## config.mk

```make
export PLATFORM = sky130hd
export DESIGN_NAME = bpu_btb2_flat
export DESIGN_NICKNAME = d
export VERILOG_FILES = /design/src/rtl/bpu_btb2_pkg.sv /design/src/rtl/bpu_btb2_if.sv /design/src/rtl/bpu_btb2_prio_enc.sv /design/src/rtl/bpu_btb2.sv /design/src/flat_wrapper.sv
export SDC_FILE = /design/constraint.sdc
export NUM_CORES = 2
export LEC_CHECK = 0
export ABC_CLOCK_PERIOD_IN_PS = 27800
export CORE_MARGIN = 2
export CORE_UTILIZATION = 55
export CTS_CLUSTER_SIZE = 14
export DETAILED_ROUTE_END_ITERATION = 16
export PLACE_DENSITY_LB_ADDON = 0.1
export SETUP_SLACK_MARGIN = 0.1
export SKIP_CTS_REPAIR_TIMING = 1
export SYNTH_ARGS = -nofsm -noshare
export SYNTH_HDL_FRONTEND = slang
export SYNTH_HIERARCHICAL = 1
export SYNTH_SLANG_ARGS = --single-unit
```

## constraint.sdc

```tcl
create_clock -name clk -period 27.8 [get_ports clk]
set_input_delay 5.56 -clock clk [delete_from_list [all_inputs] [get_ports clk]]
set_output_delay 5.56 -clock clk [all_outputs]
set_load 0.01 [all_outputs]
```

## src/rtl/bpu_btb2_pkg.sv

```systemverilog
// rtl/bpu_btb2_pkg.sv - predictor counter encodings, counter update rule and index-width helper
package bpu_btb2_pkg;

  localparam logic [1:0] CTR_SNT = 2'b00;
  localparam logic [1:0] CTR_WNT = 2'b01;
  localparam logic [1:0] CTR_WT  = 2'b10;
  localparam logic [1:0] CTR_ST  = 2'b11;

  // Saturating 2-bit update: taken moves toward ST, not-taken toward SNT.
  function automatic logic [1:0] ctr_next(input logic [1:0] ctr, input logic taken);
    logic [1:0] r;
    r = ctr;
    if (taken && ctr != CTR_ST) r = ctr + 2'b01;
    else if (!taken && ctr != CTR_SNT) r = ctr - 2'b01;
    return r;
  endfunction

  function automatic int idx_w(input int entries);
    return (entries > 1) ? $clog2(entries) : 1;
  endfunction

endpackage

```

## src/rtl/bpu_btb2_if.sv

```systemverilog
// rtl/bpu_btb2_if.sv - IF/ID lookup and write-back bus of the BTB; perf counters only with BPU_PERF_EN
interface bpu_btb2_if #(
  parameter int ENTRIES = 32,
  parameter int PC_W    = 32,
  parameter int PERF_W  = 32
);
  localparam int IDX_W = bpu_btb2_pkg::idx_w(ENTRIES);

  logic             pause_i;
  logic             flush_i;
  logic [PC_W-1:0]  if_pc_4_out;
  logic [PC_W-1:0]  if_bpu_pc;
  logic [IDX_W-1:0] if_bpu_index;
  logic             if_bpu_hit;
  logic [1:0]       id_bpu_wen;
  logic [IDX_W-1:0] id_bpu_index;
  logic [PC_W-1:0]  id_pc_4_out;
  logic [PC_W-1:0]  if_new_pc;

`ifdef BPU_PERF_EN
  logic [PERF_W-1:0] perf_lookups;
  logic [PERF_W-1:0] perf_hits;
  logic [PERF_W-1:0] perf_updates;
  logic [PERF_W-1:0] perf_mispred;

  modport master (
    output pause_i, flush_i, if_pc_4_out, id_bpu_wen, id_bpu_index, id_pc_4_out, if_new_pc,
    input  if_bpu_pc, if_bpu_index, if_bpu_hit,
    input  perf_lookups, perf_hits, perf_updates, perf_mispred
  );
  modport slave (
    input  pause_i, flush_i, if_pc_4_out, id_bpu_wen, id_bpu_index, id_pc_4_out, if_new_pc,
    output if_bpu_pc, if_bpu_index, if_bpu_hit,
    output perf_lookups, perf_hits, perf_updates, perf_mispred
  );
`else
  logic w_unused_perf_w;
  assign w_unused_perf_w = (PERF_W > 0);

  modport master (
    output pause_i, flush_i, if_pc_4_out, id_bpu_wen, id_bpu_index, id_pc_4_out, if_new_pc,
    input  if_bpu_pc, if_bpu_index, if_bpu_hit
  );
  modport slave (
    input  pause_i, flush_i, if_pc_4_out, id_bpu_wen, id_bpu_index, id_pc_4_out, if_new_pc,
    output if_bpu_pc, if_bpu_index, if_bpu_hit
  );
`endif

endinterface

```

## src/rtl/bpu_btb2_prio_enc.sv

```systemverilog
// rtl/bpu_btb2_prio_enc.sv - lowest-set-bit priority encoder with any-set flag
module bpu_btb2_prio_enc
  import bpu_btb2_pkg::*;
#(
  parameter int N = 32,
  parameter int W = idx_w(N)
) (
  input  logic [N-1:0] i_vec,
  output logic [W-1:0] o_idx,
  output logic         o_any
);

  // Scan from the top so the lowest set bit is the last assignment to stick.
  always_comb begin
    o_idx = '0;
    for (int i = N - 1; i >= 0; i--) begin
      if (i_vec[i]) o_idx = W'(i);
    end
  end

  assign o_any = |i_vec;

endmodule

```

## src/rtl/bpu_btb2.sv

```systemverilog
// rtl/bpu_btb2.sv - fully-associative BTB with 2-bit predictors, round-robin victims and flush
// Optional performance counters are built when BPU_PERF_EN is defined.
module bpu_btb2
  import bpu_btb2_pkg::*;
#(
  parameter int ENTRIES = 32,
  parameter int PC_W    = 32,
  parameter int PERF_W  = 32
) (
  input  logic       clk,
  input  logic       reset_n,
  bpu_btb2_if.slave  bus
);
  localparam int IDX_W = idx_w(ENTRIES);

  logic [ENTRIES-1:0] r_valid;
  logic [PC_W-1:0]    r_tag    [ENTRIES];
  logic [PC_W-1:0]    r_target [ENTRIES];
  logic [1:0]         r_ctr    [ENTRIES];
  logic [IDX_W-1:0]   r_rr_ptr;

  logic [ENTRIES-1:0] w_match;
  logic [ENTRIES-1:0] w_free;
  logic [IDX_W-1:0]   w_hit_idx;
  logic [IDX_W-1:0]   w_free_idx;
  logic               w_hit;
  logic               w_any_free;
  logic               w_pred_taken;

  for (genvar g = 0; g < ENTRIES; g++) begin : g_match
    assign w_match[g] = r_valid[g] & (r_tag[g] == bus.if_pc_4_out);
  end
  assign w_free = ~r_valid;

  bpu_btb2_prio_enc #(.N(ENTRIES), .W(IDX_W)) u_match_enc (
    .i_vec (w_match),
    .o_idx (w_hit_idx),
    .o_any (w_hit)
  );

  bpu_btb2_prio_enc #(.N(ENTRIES), .W(IDX_W)) u_free_enc (
    .i_vec (w_free),
    .o_idx (w_free_idx),
    .o_any (w_any_free)
  );

  assign w_pred_taken     = w_hit & r_ctr[w_hit_idx][1];
  assign bus.if_bpu_hit   = w_hit;
  assign bus.if_bpu_pc    = w_pred_taken ? r_target[w_hit_idx] : bus.if_pc_4_out;
  assign bus.if_bpu_index = w_hit ? w_hit_idx : (w_any_free ? w_free_idx : r_rr_ptr);

  logic [IDX_W-1:0] w_slot;
  logic             w_taken;
  logic             w_existing;
  logic             w_wr;

  assign w_slot     = bus.id_bpu_index;
  assign w_taken    = bus.id_bpu_wen[0];
  assign w_existing = r_valid[w_slot] & (r_tag[w_slot] == bus.id_pc_4_out);
  assign w_wr       = bus.id_bpu_wen[1] & ~bus.pause_i & ~bus.flush_i;

  // Flush wins over a same-edge write; the victim pointer only moves when it was the slot consumed.
  always_ff @(posedge clk or negedge reset_n) begin
    if (!reset_n) begin
      r_valid  <= '0;
      r_rr_ptr <= '0;
      for (int i = 0; i < ENTRIES; i++) begin
        r_tag[i]    <= '0;
        r_target[i] <= '0;
        r_ctr[i]    <= CTR_WNT;
      end
    end else if (!bus.pause_i) begin
      if (bus.flush_i) begin
        r_valid <= '0;
        for (int i = 0; i < ENTRIES; i++) r_ctr[i] <= CTR_WNT;
      end else if (bus.id_bpu_wen[1]) begin
        r_target[w_slot] <= bus.if_new_pc;
        if (w_existing) begin
          r_ctr[w_slot] <= ctr_next(r_ctr[w_slot], w_taken);
        end else begin
          r_tag[w_slot]   <= bus.id_pc_4_out;
          r_valid[w_slot] <= 1'b1;
          r_ctr[w_slot]   <= w_taken ? CTR_WT : CTR_WNT;
          if (w_slot == r_rr_ptr) r_rr_ptr <= r_rr_ptr + 1'b1;
        end
      end
    end
  end

`ifdef BPU_PERF_EN
  logic [PERF_W-1:0] r_perf_lookups;
  logic [PERF_W-1:0] r_perf_hits;
  logic [PERF_W-1:0] r_perf_updates;
  logic [PERF_W-1:0] r_perf_mispred;
  logic              w_redirect;
  logic              w_mispred;

  assign w_redirect = w_pred_taken & (r_target[w_hit_idx] != bus.if_pc_4_out);
  assign w_mispred  = w_wr & (w_existing ? (r_ctr[w_slot][1] != w_taken) : w_taken);

  always_ff @(posedge clk or negedge reset_n) begin
    if (!reset_n) begin
      r_perf_lookups <= '0;
      r_perf_hits    <= '0;
      r_perf_updates <= '0;
      r_perf_mispred <= '0;
    end else if (!bus.pause_i) begin
      r_perf_lookups <= r_perf_lookups + 1'b1;
      if (w_redirect) r_perf_hits    <= r_perf_hits + 1'b1;
      if (w_wr)       r_perf_updates <= r_perf_updates + 1'b1;
      if (w_mispred)  r_perf_mispred <= r_perf_mispred + 1'b1;
    end
  end

  assign bus.perf_lookups = r_perf_lookups;
  assign bus.perf_hits    = r_perf_hits;
  assign bus.perf_updates = r_perf_updates;
  assign bus.perf_mispred = r_perf_mispred;
`else
  logic w_unused_perf_w;
  assign w_unused_perf_w = (PERF_W > 0);
`endif

endmodule

```

## src/flat_wrapper.sv

```systemverilog
// flat-port wrapper written by rule: the top's interface ports become plain ports
module bpu_btb2_flat import bpu_btb2_pkg::*;
#(
  parameter int ENTRIES = 32,
  parameter int PC_W    = 32,
  parameter int PERF_W  = 32
)
  (clk, reset_n, bus_pause_i, bus_flush_i, bus_if_pc_4_out, bus_id_bpu_wen, bus_id_bpu_index, bus_id_pc_4_out, bus_if_new_pc, bus_if_bpu_pc, bus_if_bpu_index, bus_if_bpu_hit);
  bpu_btb2_if #(.ENTRIES(ENTRIES), .PC_W(PC_W), .PERF_W(PERF_W)) bus_i ();
  input  logic clk;
  input  logic reset_n;
  input wire logic [$bits(bus_i.pause_i)-1:0] bus_pause_i;
  input wire logic [$bits(bus_i.flush_i)-1:0] bus_flush_i;
  input wire logic [$bits(bus_i.if_pc_4_out)-1:0] bus_if_pc_4_out;
  input wire logic [$bits(bus_i.id_bpu_wen)-1:0] bus_id_bpu_wen;
  input wire logic [$bits(bus_i.id_bpu_index)-1:0] bus_id_bpu_index;
  input wire logic [$bits(bus_i.id_pc_4_out)-1:0] bus_id_pc_4_out;
  input wire logic [$bits(bus_i.if_new_pc)-1:0] bus_if_new_pc;
  output wire logic [$bits(bus_i.if_bpu_pc)-1:0] bus_if_bpu_pc;
  output wire logic [$bits(bus_i.if_bpu_index)-1:0] bus_if_bpu_index;
  output wire logic [$bits(bus_i.if_bpu_hit)-1:0] bus_if_bpu_hit;
  assign bus_i.pause_i = bus_pause_i;
  assign bus_i.flush_i = bus_flush_i;
  assign bus_i.if_pc_4_out = bus_if_pc_4_out;
  assign bus_i.id_bpu_wen = bus_id_bpu_wen;
  assign bus_i.id_bpu_index = bus_id_bpu_index;
  assign bus_i.id_pc_4_out = bus_id_pc_4_out;
  assign bus_i.if_new_pc = bus_if_new_pc;
  assign bus_if_bpu_pc = bus_i.if_bpu_pc;
  assign bus_if_bpu_index = bus_i.if_bpu_index;
  assign bus_if_bpu_hit = bus_i.if_bpu_hit;
  bpu_btb2 #(.ENTRIES(ENTRIES), .PC_W(PC_W), .PERF_W(PERF_W)) u_core (.clk(clk), .reset_n(reset_n), .bus(bus_i));
endmodule
```

==> Implementation_results.wiki <==
{| class="wikitable"
! Metric !! Value
|-
| Max clock buf depth || 3
|-
| Routed wire length || 467,000 um
|-
| Worst clock skew || 0.0679 ns
|-
| Top achievable clock speed || 47.1 MHz
|-
| Share of post-route cells with drive strength above 1 || 34.8%
|-
| Setup violation total in the final timing report || 0
|-
| Violations in the final reports || capacitance limit, slew limit
|-
| Number of stages on the worst hold path || 2
|-
| Total negative slack || 0 ns
|-
| Core occupancy in the finished layout || 61.0%
|-
| Data arrival, critical path || 15.67 ns
|-
| Type of the setup path with the least slack || in2out
|-
| CTS H-tree lvls || 4
|-
| Max_slew headroom || -12.6%
|-
| Crit path max fanout || 95
|-
| Worst EP required || 22.24 ns
|-
| Insertion delay of the later-clocked pin in the worst-skew pair || 0.90 ns
|-
| Global-route usage over all layers || 45.3%
|-
| Final Cycle Share || 76.4%
|-
| CTS tree || yes
|-
| Number of cells produced by synthesis || 8,669
|-
| Placed inst area || 115,000 sq um
|-
| Global route total overflow || 0
|-
| Initial cell density of the core || 55.2%
|-
| Antenna viol nets, final || 0
|-
| Net total in the final layout || 8,632
|-
| Class of the most critical hold timing path || reg2reg
|-
| Wire length of the first global-routing pass || 644,000 um
|-
| Die W || 454 um
|-
| Yosys warnings || 6
|-
| Total number of vias || 79,200
|-
| Area Growth Syn to Fin || 10.4%
|-
| Placeable Area || 202,000 sq um
|-
| Final slew viol count || 6
|-
| Average footprint of a synthesized cell || 12.8 sq um
|-
| Detail-routed net length per standard cell || 40.9 um
|-
| Final instance area || 123,000 sq um
|-
| Power, Total || 7.90 mW
|-
| CP Launch Point || bus_if_pc_4_out[2]
|-
| Number of global-route vias before repair || 77,800
|-
| Number of maximum-capacitance violations || 2
|-
| Root buffer cell || clkbuf_16
|-
| Peak ir drop on the vdd network || 0.0000718 V
|-
| Worst reg2reg startpoint || u_core/r_tag[918]
|-
| Via count normalized by instance count || 6.93
|-
| Number of antenna violations at the first check in global routing || 49
|-
| DRC violation count after routing || 0
|-
| Hold_sp || u_core/r_target[690]
|-
| Die Outline Area || 206,000 sq um
|-
| Clock input transition at the sequential cells of the worst setup and hold paths || 0.06 ns
|-
| Most used flip-flop cell after synthesis || dfrtp_1
|-
| Row count || 165
|-
| Asr flop ratio synth || 100%
|-
| R2r worst-path depth || 12
|-
| Outcome || finished, violations left
|-
| Time the worst path needs with I/O delays and setup || 21.23 ns
|-
| Number of placed I/O pins || 145
|-
| Nature of the critical path endpoint || output pin
|-
| Flip-flop and latch count after synthesis || 2,149
|-
| Area share of the leading cell type in the synthesized netlist || 47.6%
|-
| Fin. Hold Viols || 0
|-
| Register-to-Register Setup Slack || 21.76 ns
|-
| Netlist area before placement || 111,000 sq um
|-
| Die H || 454 um
|-
| Final-layout worst hold slack || 0.473 ns
|-
| Setup crit start kind || input port
|-
| Share of synthesized area occupied by flip-flops and latches || 48.3%
|-
| Count of flip-flops with a built-in enable after synthesis || 0
|-
| Clk sinks || 2,149
|-
| Inserted Clock Buffers || 226
|-
| Static Leak || 55.8 nW
|-
| Transition time at the pin with the least slew margin || 1.67 ns
|-
| Largest net degree at the start of global routing || 162
|-
| Cells taking the most area after synthesis || dfrtp_1 (48%), mux2_2 (18%), mux4_2 (8.0%)
|-
| Unrepaired setup endpoints after global routing || no
|-
| Placer's final routability congestion estimate || 1.10
|-
| Number of violations reported at the end of detailed-routing iteration 0 || 10,900
|-
| Placed wire-length estimate after detailed placement || 305,000 um
|-
| Cell accounting for the most synthesized area || dfrtp_1
|-
| Number of I/O port buffers || 144
|-
| Post-synth cell types || 67
|-
| Power density over cell area || 64.2 nW/um^2
|-
| Mapped Nets || 8,779
|-
| Pre-Repair DR Iteration Count || 14
|}
worst max-delay path, stage by stage:
cell	delay, ns
buf_2	0.08
buf_4	0.47
buf_4	0.62
xnor2_1	0.19
nand4_1	0.12
nor4_1	0.34
nand4_1	0.15
nor4_1	1.39
nor3_1	0.17
o31ai_1	0.72
o2111ai_1	0.32
a221oi_4	0.30
buf_4	0.49
buf_12	0.71
buf_4	0.89
mux4_2	0.60
mux4_2	0.51
mux2i_1	0.75
o21ai_0	0.43
clkdlybuf4s50_1	0.59
power by group:
group          internal [mW]  leakage (nW)  switching [mW]
clock                   1.89          3.95            1.36
sequential              3.38          29.2           0.223
combinational          0.435          22.6           0.619
registers in the layout, summed over array words and instances, names as in the netlist:
name             flops
u_core/r_tag      1024
u_core/r_ctr        64
u_core/r_valid      32
u_core/r_target   1024
u_core/r_rr_ptr      5
stage by stage:
step	worst slack, ns	std cells
CTS	7.08	11400
global route	6.62	11400
finish	6.57	11400
detailed placement	7.07	11000
floorplan	11.04	8669
global placement	7.21	11000
area by class of cell:
cell class	count	area, sq um
Clock buffer	335	6730
Antenna cell	25	62.6
Fill cell	15900	78700
Sequential cell	2149	53800
Timing Repair Buffer	407	3240
Inverter	71	267
Multi-Input combinational cell	5667	54200
Clock inverter	93	1330
Tap cell	2672	3340
path summary, 6_finish.rpt:
path	endpoint
worst max-delay path	bus_if_bpu_pc[17]
worst min-delay path	u_core/r_target[690]
worst max register to register	u_core/r_tag[227]
worst min register to register	u_core/r_target[690]
max in group asynchronous	u_core/r_target[441]
min in group asynchronous	u_core/r_tag[197]
cell families (layout without fill, tap and decap cells):
| logic type | count (synthesis) | count (layout) | synth area share [%] |
|---|---|---|---|
| AO/OA/AOI/OAI | 459 | 459 | 2.56 |
| XOR/XNOR | 1062 | 1062 | 8.35 |
| adder cells (fa/ha/maj) | 3 | 3 | 0.0337 |
| buffers and inverters | 853 | 906 | 3.43 |
| flip-flops | 2149 | 2149 | 48.3 |
| multiplexers | 2722 | 2722 | 31.0 |
| other | 0 | 25 | 0 |
| AND/OR/NAND/NOR | 1421 | 1421 | 6.32 |
cell usage in the layout, fill, tap and decap left out, types with 10 or more instances in the layout:
cell / count
clkdlybuf4s50_1: 77
nor3_4: 11
nand3_1: 74
inv_1: 71
o22ai_1: 225
mux2_1: 81
nor2_4: 24
buf_4: 253
xnor2_1: 847
nor2b_1: 11
clkinv_16: 10
nand2_4: 10
clkbuf_8: 64
o21ai_0: 69
xor2_1: 215
mux2i_1: 468
nor4_2: 11
a21oi_1: 60
nor4_1: 172
nand2_1: 684
nor2_1: 82
bufinv_16: 22
clkinv_2: 47
buf_2: 64
dfrtp_1: 2117
mux4_2: 394
o31ai_1: 22
clkbuf_1: 44
dfstp_2: 32
nor3_1: 30
nor3_2: 13
diode_2: 25
clkbuf_16: 227
nand4_1: 224
mux2_2: 1777
a22oi_1: 36
nand2_2: 10
routing by layer:
layer | GRT usage (%) | routed length (um) | up-vias
li1 | - | - | 30800
met1 | 57.8 | 174000 | 41800
met2 | 65.7 | 201000 | 4944
met3 | 11.2 | 44000 | 1581
met4 | 37.0 | 47400 | 30
met5 | 0 | 209 | -
cells in the mapped netlist (36+ instances only):
cell type and count:
dfrtp_1 2117, mux2_2 1777, xnor2_1 847, nand2_1 701, clkbuf_1 472, mux2i_1 470, mux4_2 394, o22ai_1 225
nand4_1 224, xor2_1 215, nor4_1 181, buf_2 130, nor2_1 96, buf_1 83, mux2_1 81, nand3_1 78
buf_4 74, inv_1 71, o21ai_0 69, a21oi_1 61, nor3_1 39, a22oi_1 36
(Power assumes the default switching activity.)
